### src/rtl/mult_display_ctrl.sv
// mult_display_ctrl
//
// Accepts a pair of 4-bit unsigned operands and multiplies them by serial
// shift-add, one multiplier bit per cycle (4 cycles). The product is then
// converted to three BCD digits by double dabble (8 cycles). The result is
// shown on a multiplexed 3-digit, 7-segment display. A free-running refresh
// counter rotates the enabled digit units -> tens -> hunds.
//
// Parameter
//   REFRESH_DIV  clock cycles each digit is driven during scan (2..2^20)
//
// Ports
//   i_clk        system clock, rising edge
//   i_rst_n      asynchronous active-low reset
//   i_valid      operand pair offered; transfer when i_valid && o_ready
//   i_a, i_b     4-bit unsigned operands
//   o_ready      operand pair can be accepted (IDLE, SHOW)
//   o_busy       multiply/convert in progress (MUL, BCD)
//   o_done       one-cycle pulse on entry to SHOW
//   o_result     latched 8-bit product
//   o_seg        active-high segments {g,f,e,d,c,b,a} of the enabled digit
//   o_digit_en   one-hot digit enable {hunds, tens, units}
//
// Build option
//   LEADING_ZERO_BLANK_EN  when defined, a zero hunds digit is blanked, and the
//                          tens digit is blanked when both tens and hunds are
//                          zero. Units is never blanked.
//
// state | meaning
// ------+---------------------------------------------------------------
// IDLE  | after reset, waiting for the first operand pair
// MUL   | shift-add multiply, 4 cycles
// BCD   | double-dabble binary to BCD, 8 cycles
// SHOW  | result latched and displayed, waiting for the next operand pair

module mult_display_ctrl #(
    parameter int unsigned REFRESH_DIV = 50000
) (
    input  logic       i_clk,
    input  logic       i_rst_n,
    input  logic       i_valid,
    input  logic [3:0] i_a,
    input  logic [3:0] i_b,
    output logic       o_ready,
    output logic       o_busy,
    output logic       o_done,
    output logic [7:0] o_result,
    output logic [6:0] o_seg,
    output logic [2:0] o_digit_en
);

    localparam int unsigned     CNT_W  = $clog2(REFRESH_DIV);
    localparam logic [CNT_W-1:0] REF_TC = CNT_W'(REFRESH_DIV - 1);

    typedef enum logic [1:0] {
        ST_IDLE = 2'd0,
        ST_MUL  = 2'd1,
        ST_BCD  = 2'd2,
        ST_SHOW = 2'd3
    } state_t;

    function automatic logic [3:0] add3_ge5(input logic [3:0] d);
        return (d >= 4'd5) ? d + 4'd3 : d;
    endfunction

    function automatic logic [6:0] seg_of(input logic [3:0] d);
        logic [6:0] s;
        case (d)
            4'd0:    s = 7'b0111111;
            4'd1:    s = 7'b0000110;
            4'd2:    s = 7'b1011011;
            4'd3:    s = 7'b1001111;
            4'd4:    s = 7'b1100110;
            4'd5:    s = 7'b1101101;
            4'd6:    s = 7'b1111101;
            4'd7:    s = 7'b0000111;
            4'd8:    s = 7'b1111111;
            4'd9:    s = 7'b1101111;
            default: s = 7'b0000000;
        endcase
        return s;
    endfunction

    state_t            state_q,  state_d;
    logic [2:0]        step_q,   step_d;
    logic [7:0]        mcand_q,  mcand_d;
    logic [3:0]        mplier_q, mplier_d;
    logic [7:0]        prod_q,   prod_d;
    // {hunds, tens, units, binary} shift register for double dabble
    logic [19:0]       bcd_q,    bcd_d;
    logic [7:0]        result_q, result_d;
    logic [3:0]        units_q,  units_d;
    logic [3:0]        tens_q,   tens_d;
    logic [3:0]        hunds_q,  hunds_d;
    logic              done_q,   done_d;
    logic [CNT_W-1:0]  ref_q,    ref_d;
    logic [2:0]        sel_q,    sel_d;
    logic [6:0]        seg_q,    seg_d;

    logic              xfer;
    logic [19:0]       bcd_adj;
    logic              ref_tc;
    logic [3:0]        digit_sel;
    logic              blank_sel;

    assign o_ready    = (state_q == ST_IDLE) || (state_q == ST_SHOW);
    assign o_busy     = (state_q == ST_MUL)  || (state_q == ST_BCD);
    assign o_done     = done_q;
    assign o_result   = result_q;
    assign o_seg      = seg_q;
    assign o_digit_en = sel_q;

    assign xfer = i_valid && o_ready;

    always_comb begin
        state_d  = state_q;
        step_d   = step_q;
        mcand_d  = mcand_q;
        mplier_d = mplier_q;
        prod_d   = prod_q;
        bcd_d    = bcd_q;
        result_d = result_q;
        units_d  = units_q;
        tens_d   = tens_q;
        hunds_d  = hunds_q;
        done_d   = 1'b0;
        bcd_adj  = bcd_q;

        case (state_q)
            ST_IDLE, ST_SHOW: begin
                if (xfer) begin
                    state_d  = ST_MUL;
                    step_d   = 3'd0;
                    mcand_d  = {4'b0000, i_a};
                    mplier_d = i_b;
                    prod_d   = 8'd0;
                end
            end
            ST_MUL: begin
                if (mplier_q[0]) begin
                    prod_d = prod_q + mcand_q;
                end
                mcand_d  = mcand_q << 1;
                mplier_d = mplier_q >> 1;
                step_d   = step_q + 3'd1;
                if (step_q == 3'd3) begin
                    // Seed the converter with the product completed on this edge.
                    state_d = ST_BCD;
                    step_d  = 3'd0;
                    bcd_d   = {12'd0, prod_d};
                end
            end
            ST_BCD: begin
                bcd_adj = {add3_ge5(bcd_q[19:16]), add3_ge5(bcd_q[15:12]),
                           add3_ge5(bcd_q[11:8]),  bcd_q[7:0]};
                bcd_d   = bcd_adj << 1;
                step_d  = step_q + 3'd1;
                if (step_q == 3'd7) begin
                    state_d  = ST_SHOW;
                    step_d   = 3'd0;
                    result_d = prod_q;
                    hunds_d  = bcd_d[19:16];
                    tens_d   = bcd_d[15:12];
                    units_d  = bcd_d[11:8];
                    done_d   = 1'b1;
                end
            end
            default: begin
                state_d = ST_IDLE;
            end
        endcase
    end

    // Segment register is loaded from the next-cycle digit select and digit
    // values so o_seg and o_digit_en always change together.
    always_comb begin
        ref_tc    = (ref_q == REF_TC);
        ref_d     = ref_tc ? '0 : ref_q + CNT_W'(1);
        sel_d     = ref_tc ? {sel_q[1:0], sel_q[2]} : sel_q;
        digit_sel = units_d;
        blank_sel = 1'b0;
        case (sel_d)
            3'b010: begin
                digit_sel = tens_d;
`ifdef LEADING_ZERO_BLANK_EN
                blank_sel = (tens_d == 4'd0) && (hunds_d == 4'd0);
`endif
            end
            3'b100: begin
                digit_sel = hunds_d;
`ifdef LEADING_ZERO_BLANK_EN
                blank_sel = (hunds_d == 4'd0);
`endif
            end
            default: begin
                digit_sel = units_d;
            end
        endcase
        seg_d = blank_sel ? 7'b0000000 : seg_of(digit_sel);
    end

    always_ff @(posedge i_clk or negedge i_rst_n) begin
        if (!i_rst_n) begin
            state_q  <= ST_IDLE;
            step_q   <= 3'd0;
            mcand_q  <= 8'd0;
            mplier_q <= 4'd0;
            prod_q   <= 8'd0;
            bcd_q    <= 20'd0;
            result_q <= 8'd0;
            units_q  <= 4'd0;
            tens_q   <= 4'd0;
            hunds_q  <= 4'd0;
            done_q   <= 1'b0;
            ref_q    <= '0;
            sel_q    <= 3'b001;
            seg_q    <= 7'b0111111;
        end else begin
            state_q  <= state_d;
            step_q   <= step_d;
            mcand_q  <= mcand_d;
            mplier_q <= mplier_d;
            prod_q   <= prod_d;
            bcd_q    <= bcd_d;
            result_q <= result_d;
            units_q  <= units_d;
            tens_q   <= tens_d;
            hunds_q  <= hunds_d;
            done_q   <= done_d;
            ref_q    <= ref_d;
            sel_q    <= sel_d;
            seg_q    <= seg_d;
        end
    end

endmodule

### config.mk
export PLATFORM = sky130hd
export DESIGN_NAME = mult_display_ctrl
export DESIGN_NICKNAME = d
export VERILOG_FILES = /design/src/rtl/mult_display_ctrl.sv
export SDC_FILE = /design/constraint.sdc
export NUM_CORES = 1
export LEC_CHECK = 0
export BUFFER_PORTS_ARGS = -buffer_cell sky130_fd_sc_hd__buf_4
export CAP_MARGIN = 10
export CORE_ASPECT_RATIO = 0.5
export CORE_UTILIZATION = 35
export DETAILED_ROUTE_END_ITERATION = 12
export GPL_TIMING_DRIVEN = 1
export SYNTH_ARGS = -nofsm -noshare
export SYNTH_HDL_FRONTEND = slang
export SYNTH_SLANG_ARGS = --single-unit
### constraint.sdc
create_clock -name i_clk -period 3.66 [get_ports i_clk]
set_input_delay 0.732 -clock i_clk [delete_from_list [all_inputs] [get_ports i_clk]]
set_output_delay 0.732 -clock i_clk [all_outputs]
set_load 0.01 [all_outputs]
Word level (Yosys, flattened, before mapping)
Memory sizes are Yosys's and may differ from the RTL's. A register that Yosys moved wholly into a read port is not among the register bits.
Index checks and enable logic that the tools add are counted.
{"block": "op_classes", "reduce_logical": 12, "n_mux": 31, "n_lt_le_gt_ge": 3, "eq_ne": 11, "n_addsub": 6}
{"operator": "$pmux 20 s2", "count": 1}
{"operator": "$mux 4", "count": 9}
{"operator": "$pmux 8 s2", "count": 2}
{"operator": "$mux 8", "count": 3}
{"operator": "$mux 20", "count": 1}
{"operator": "$add 16x1->16 const B", "count": 1}
{"operator": "$eq 16x16->1 const B", "count": 1}
{"operator": "$mux 16", "count": 1}
{"operator": "$pmux 4 s2", "count": 2}
{"operator": "$mux 3", "count": 5}
{"operator": "$ge 4x3->1 const B", "count": 3}
{"operator": "$pmux 3 s3", "count": 1}
{"operator": "$add 4x2->4 const B", "count": 2}
{"operator": "$add 8x8->8", "count": 1}
{"operator": "$eq 3x2->1 const B", "count": 2}
{"operator": "$eq 3x3->1 const B", "count": 2}
{"operator": "$mux 2", "count": 3}
{"operator": "$pmux 2 s3", "count": 1}
{"operator": "$reduce_and 2->1", "count": 3}
{"operator": "$eq 2x2->1 const B", "count": 2}
{"operator": "$ne 2x1->1 const B", "count": 2}
{"operator": "$reduce_bool 2->1", "count": 2}
{"operator": "$add 3x1->3 const B", "count": 1}
{"operator": "$add 3x2->3 const B", "count": 1}
{"operator": "9 further kinds", "count": 11}
{"block": "totals", "rom_bits": 112, "regBits": 85, "out_inout_bits": 21, "memories": 1}
{"memory": "(no name shown)", "words": 16, "width": 7, "read_ports": 1, "rd_ports_with_merged_regs": 1, "wr": 0, "line": "68", "source": "case (d)"}

Depth between registers and ports, before layout
{"block": "logic_depth", "word_depth": 5, "depth_mapped": 15, "depth_no_buf": 13}

Least setup slack after synthesis
OpenSTA, ideal clock, no wires.
{"block": "synth_path", "path_type": "register to register", "from": "register bcd_q[8]", "to": "register seg_q[0] (netlist: o_seg[0])", "stages_incl_launch_ff": 11, "arrival_time_ns": 2.851, "setup_slack_ns": 0.747, "t_required_ns": 3.599, "path_buffers": 0, "synth_period_minus_slack_ns": 2.913, "path_cell_list": "dfrtp_1 -> inv_1 -> ha_1 -> nand2b_1 -> or3b_2 -> a31oi_1 -> nor2_1 -> or4_4 -> ha_1 -> or4_1 -> nand2_1"}
{"block": "synth_via", "elab_chain_cells": 5, "word_cells_on_any_way": 8, "classes_between": "add/sub (1); order compare (1); mux (6)"}
{"element": "from (decl)", "line": "90", "source": "logic [19:0] bcd_q, bcd_d;"}
{"element": "from (signal assigned)", "line": "209", "source": "bcd_q <= 20'd0;"}
{"element": "from (signal assigned)", "line": "224", "source": "bcd_q <= bcd_d;"}
{"element": "$add 4x2->4 or $ge 4x3->1 (tied branches)", "line": "63", "source": "return (d >= 4'd5) ? d + 4'd3 : d;"}
{"element": "$mux 4 (*)", "line": "63"}
{"element": "$mux 4 (*)", "line": "158", "source": "if (step_q == 3'd7) begin"}
{"element": "$mux 4 (*)", "line": "129", "source": "case (state_q)"}
{"element": "via tens_d[0]", "line": "93", "source": "logic [3:0] tens_q, tens_d;"}
{"element": "$pmux 4 s2 (*)", "line": "182", "source": "case (sel_d)"}
{"element": "to (decl)", "line": "98", "source": "logic [6:0] seg_q, seg_d;"}
Mark *: on every way through the listed nets, which the timed path passes. The rest lies on a longest branch.
A chain may end at the register's enable or synchronous reset.

Worst setup path after layout
Ends and elaborated chain as after synthesis.

==> out/metrics.yaml <==
run_status:
  outcome: "finished, final reports clean"
cells_and_area:
  final_cells: 735
  finalNetCount: 577
  diodes: 0
  mostFrequentLayoutCells: "nand2_1 (89), dfrtp_1 (85), o21ai_0 (43), buf_4 (38), nor2_1 (29)"
  layout_commonest_cell: "nand2_1"
  final_core_util_pct: 42.02
  area_delta_synth_final_pct: 15.73
  fillers: 1332
  drive_gt1_share_pct: 16.94
setup_path:
  end_kind: "flip-flop"
  arrival_ns: 3.44
  critical_path_class: "flip-flop to flip-flop"
  r2r-start: "bcd_q[8]$_DFFE_PN0P_"
  worstPathMaxFanout: 6
  critical_path_required_ns: 3.94
  crit_start: "bcd_q[8]$_DFFE_PN0P_"
  startpoint_type: "flip-flop"
timing:
  setup_ws_ns: 0.5068
  setup_viol: 0
  rsz0062_at_grt: "false"
  maxSlewHeadroom_pct: 31.23
  fmax_ghz: 0.3171
  fin_crit_sh_pct: 86.15
  hold_violations: 0
  tightest_slew_ns: 1.032
  final_max_slew_viol_count: 0
  period_needed_ns: 3.153
  setup_tns_ns: 0
  clock-skew-final_ns: 0.006170
die:
  coreArea_mm2: 0.01374
  num_rows: 30
  die_x_um: 170.8
  start_util_pct: 36.31
  die_height_um: 86.42
  io_pins: 32
  dieArea_mm2: 0.01476
synthesis:
  postSynthNetCount: 550
  synth.top_cell.area_share_pct: 42.64
  ys.flop_type: "dfrtp_1"
  yosysWarningCount: 0
  synthTopCellsByArea: "dfrtp_1 (43%), ha_1 (6.8%), nand2_1 (6.7%)"
  synthArstFlopShare_pct: 100.0
  avgSynthCellArea_um2: 9.762
  synth_edf_count: 0
  syn-cell-area_mm2: 0.004989
  synthCells: 511
  synth_cell_type_count: 68
  yosysSeqAreaShare_pct: 46.33
  synth_top_cell_by_area: "dfrtp_1"
  ys_ff_latch: 92
clocking:
  post_cts_resized: 0
  numCtsBuffers: 9
  numClockSinks: 92
  tritoncts: "built"
  hold_buffers: 0
  clk_latency_ns: 0.34
  post_cts_buffers: 0
  max-clock-path-buffers: 2
  path_clk_slew_ns: 0.07
  h-tree-depth: 3
  clockRootBuffer: "clkbuf_16"
routing:
  drt-total-wl_um: 10170
  drtIter0Drc: 207
  avgViaCountPerCell: 5.023
  vias: 3692
  wl_per_cell_um: 13.84
  drt_first_pass_iters: 4
  antenna_left: 0
  drc: 0
hold_path:
  hold_class: "flip-flop to flip-flop"
  hold_start: "o_result[4]$_DFFE_PN0P_"
place:
  placed_cells: 718
  dp_hpwl_um: 7134
  pre_cts_slack_ns: 0.5369
  gp_congestion: 0.8203
  io_buffers: 31
grt:
  grt_max_degree: 82
  grtUsageTotal_pct: 15.06
  overflow: 0
  grt_pass1_wl_um: 17580
  grt_pass1_vias: 3569
  antenna_found_initial: 0
pwr:
  p_leak_uw: 0.002682
  vdd_drop_max_uv: 249.8
  powerDensity_mw_per_mm2: 617.1
flow_run:
  cap_viol_max_count: 0
==> metal layers <==
metal / GRT usage, % / vias to the layer above / wire length (µm)
li1: - / 1860 / -
met1: 20.71 / 1779 / 5133
met2: 23.75 / 43 / 4603
met3: 3.607 / 10 / 327
met4: 4.221 / 0 / 104
met5: 0 / - / 0
==> power breakdown <==
part / switching [µW] / internal (µW)
Sequential: 177 / 1190
Clock: 401 / 672
Combinational: 651 / 470
Total: 1230 / 2330
==> sequential cells by signal, summed over array words and instances (netlist names) <==
signal,flops
mcand_q,8
step_q,3
bcd_q,20
ref_q,16
prod_q,8
o_result,8
o_seg,7
state_q,2
units_q,4
tens_q,4
o_digit_en,3
hunds_q,4
mplier_q,4
o_done,1
==> cell families after synthesis <==
kind of cell               share of synthesized area, %
and+or+nand+nor                                   18.43
AOI/OAI and AO/OA                                 15.73
DFF                                               46.33
buffers and inverters                             3.611
adders and majority gates                         7.173
muxes                                             5.041
xor gates and xnor gates                          3.687
==> stage by stage <==
| stage | area, µm² | hold slack [ns] | total power, µW |
|---|---|---|---|
| finish | 5773 | 0.4798 | 3562 |
| detailed placement | 5420 | 0.4648 | 2510 |
| global placement | 5420 | 0.4645 | 2480 |
| floorplan | 4989 | 0.4364 | 2190 |
| CTS | 5768 | 0.4855 | 3606 |
| global route | 5773 | 0.5089 | 3825 |
==> cells in the mapped netlist, drive strengths merged, types with 8 or more instances <==
library cell and number:
a31oi 8, a21oi 20, o21ai 44, a22o 9, nand3 12, o211ai 10
inv 20, mux2 9, nor2 29, ha 27, xor2 11, xnor2 10
mux2i 15, dfrtp 85, clkbuf 16, nand2 90
==> worst paths after layout <==
check                                     endpoint  slack, ns  cells after the start
max                             o_seg[0]$_DFF_PN1_       0.51                     10
min                        o_result[4]$_DFFE_PN0P_       0.48                      2
min reg2reg                o_result[4]$_DFFE_PN0P_       0.48                      2
min in group asynchronous       ref_q[7]$_DFF_PN0_       0.56                      1
max in group asynchronous     bcd_q[5]$_DFFE_PN0P_       2.32                      2
max reg2reg                     o_seg[0]$_DFF_PN1_       0.51                     10
==> cell type report <==
cell class	count	area, µm²	area share (%)
inverters	21	78.83	1.365
clock inverters	7	122.6	2.124
clock buffers	9	225.2	3.901
flip-flops and latches	92	2311	40.03
multi-input cells	375	2505	43.39
well taps	192	240.2	4.161
repair buffers	39	290.3	5.028
==> critical path, stage by stage (launching register included) <==
cell	delay [ns]
dfrtp_1	0.39
inv_1	0.12
ha_1	0.26
nand2b_1	0.15
or3b_2	0.47
a31oi_1	0.24
nor2_1	0.07
or4_4	0.59
ha_1	0.21
or4_1	0.51
nand2_1	0.08
Note: power is estimated with default switching activity, not from simulation.
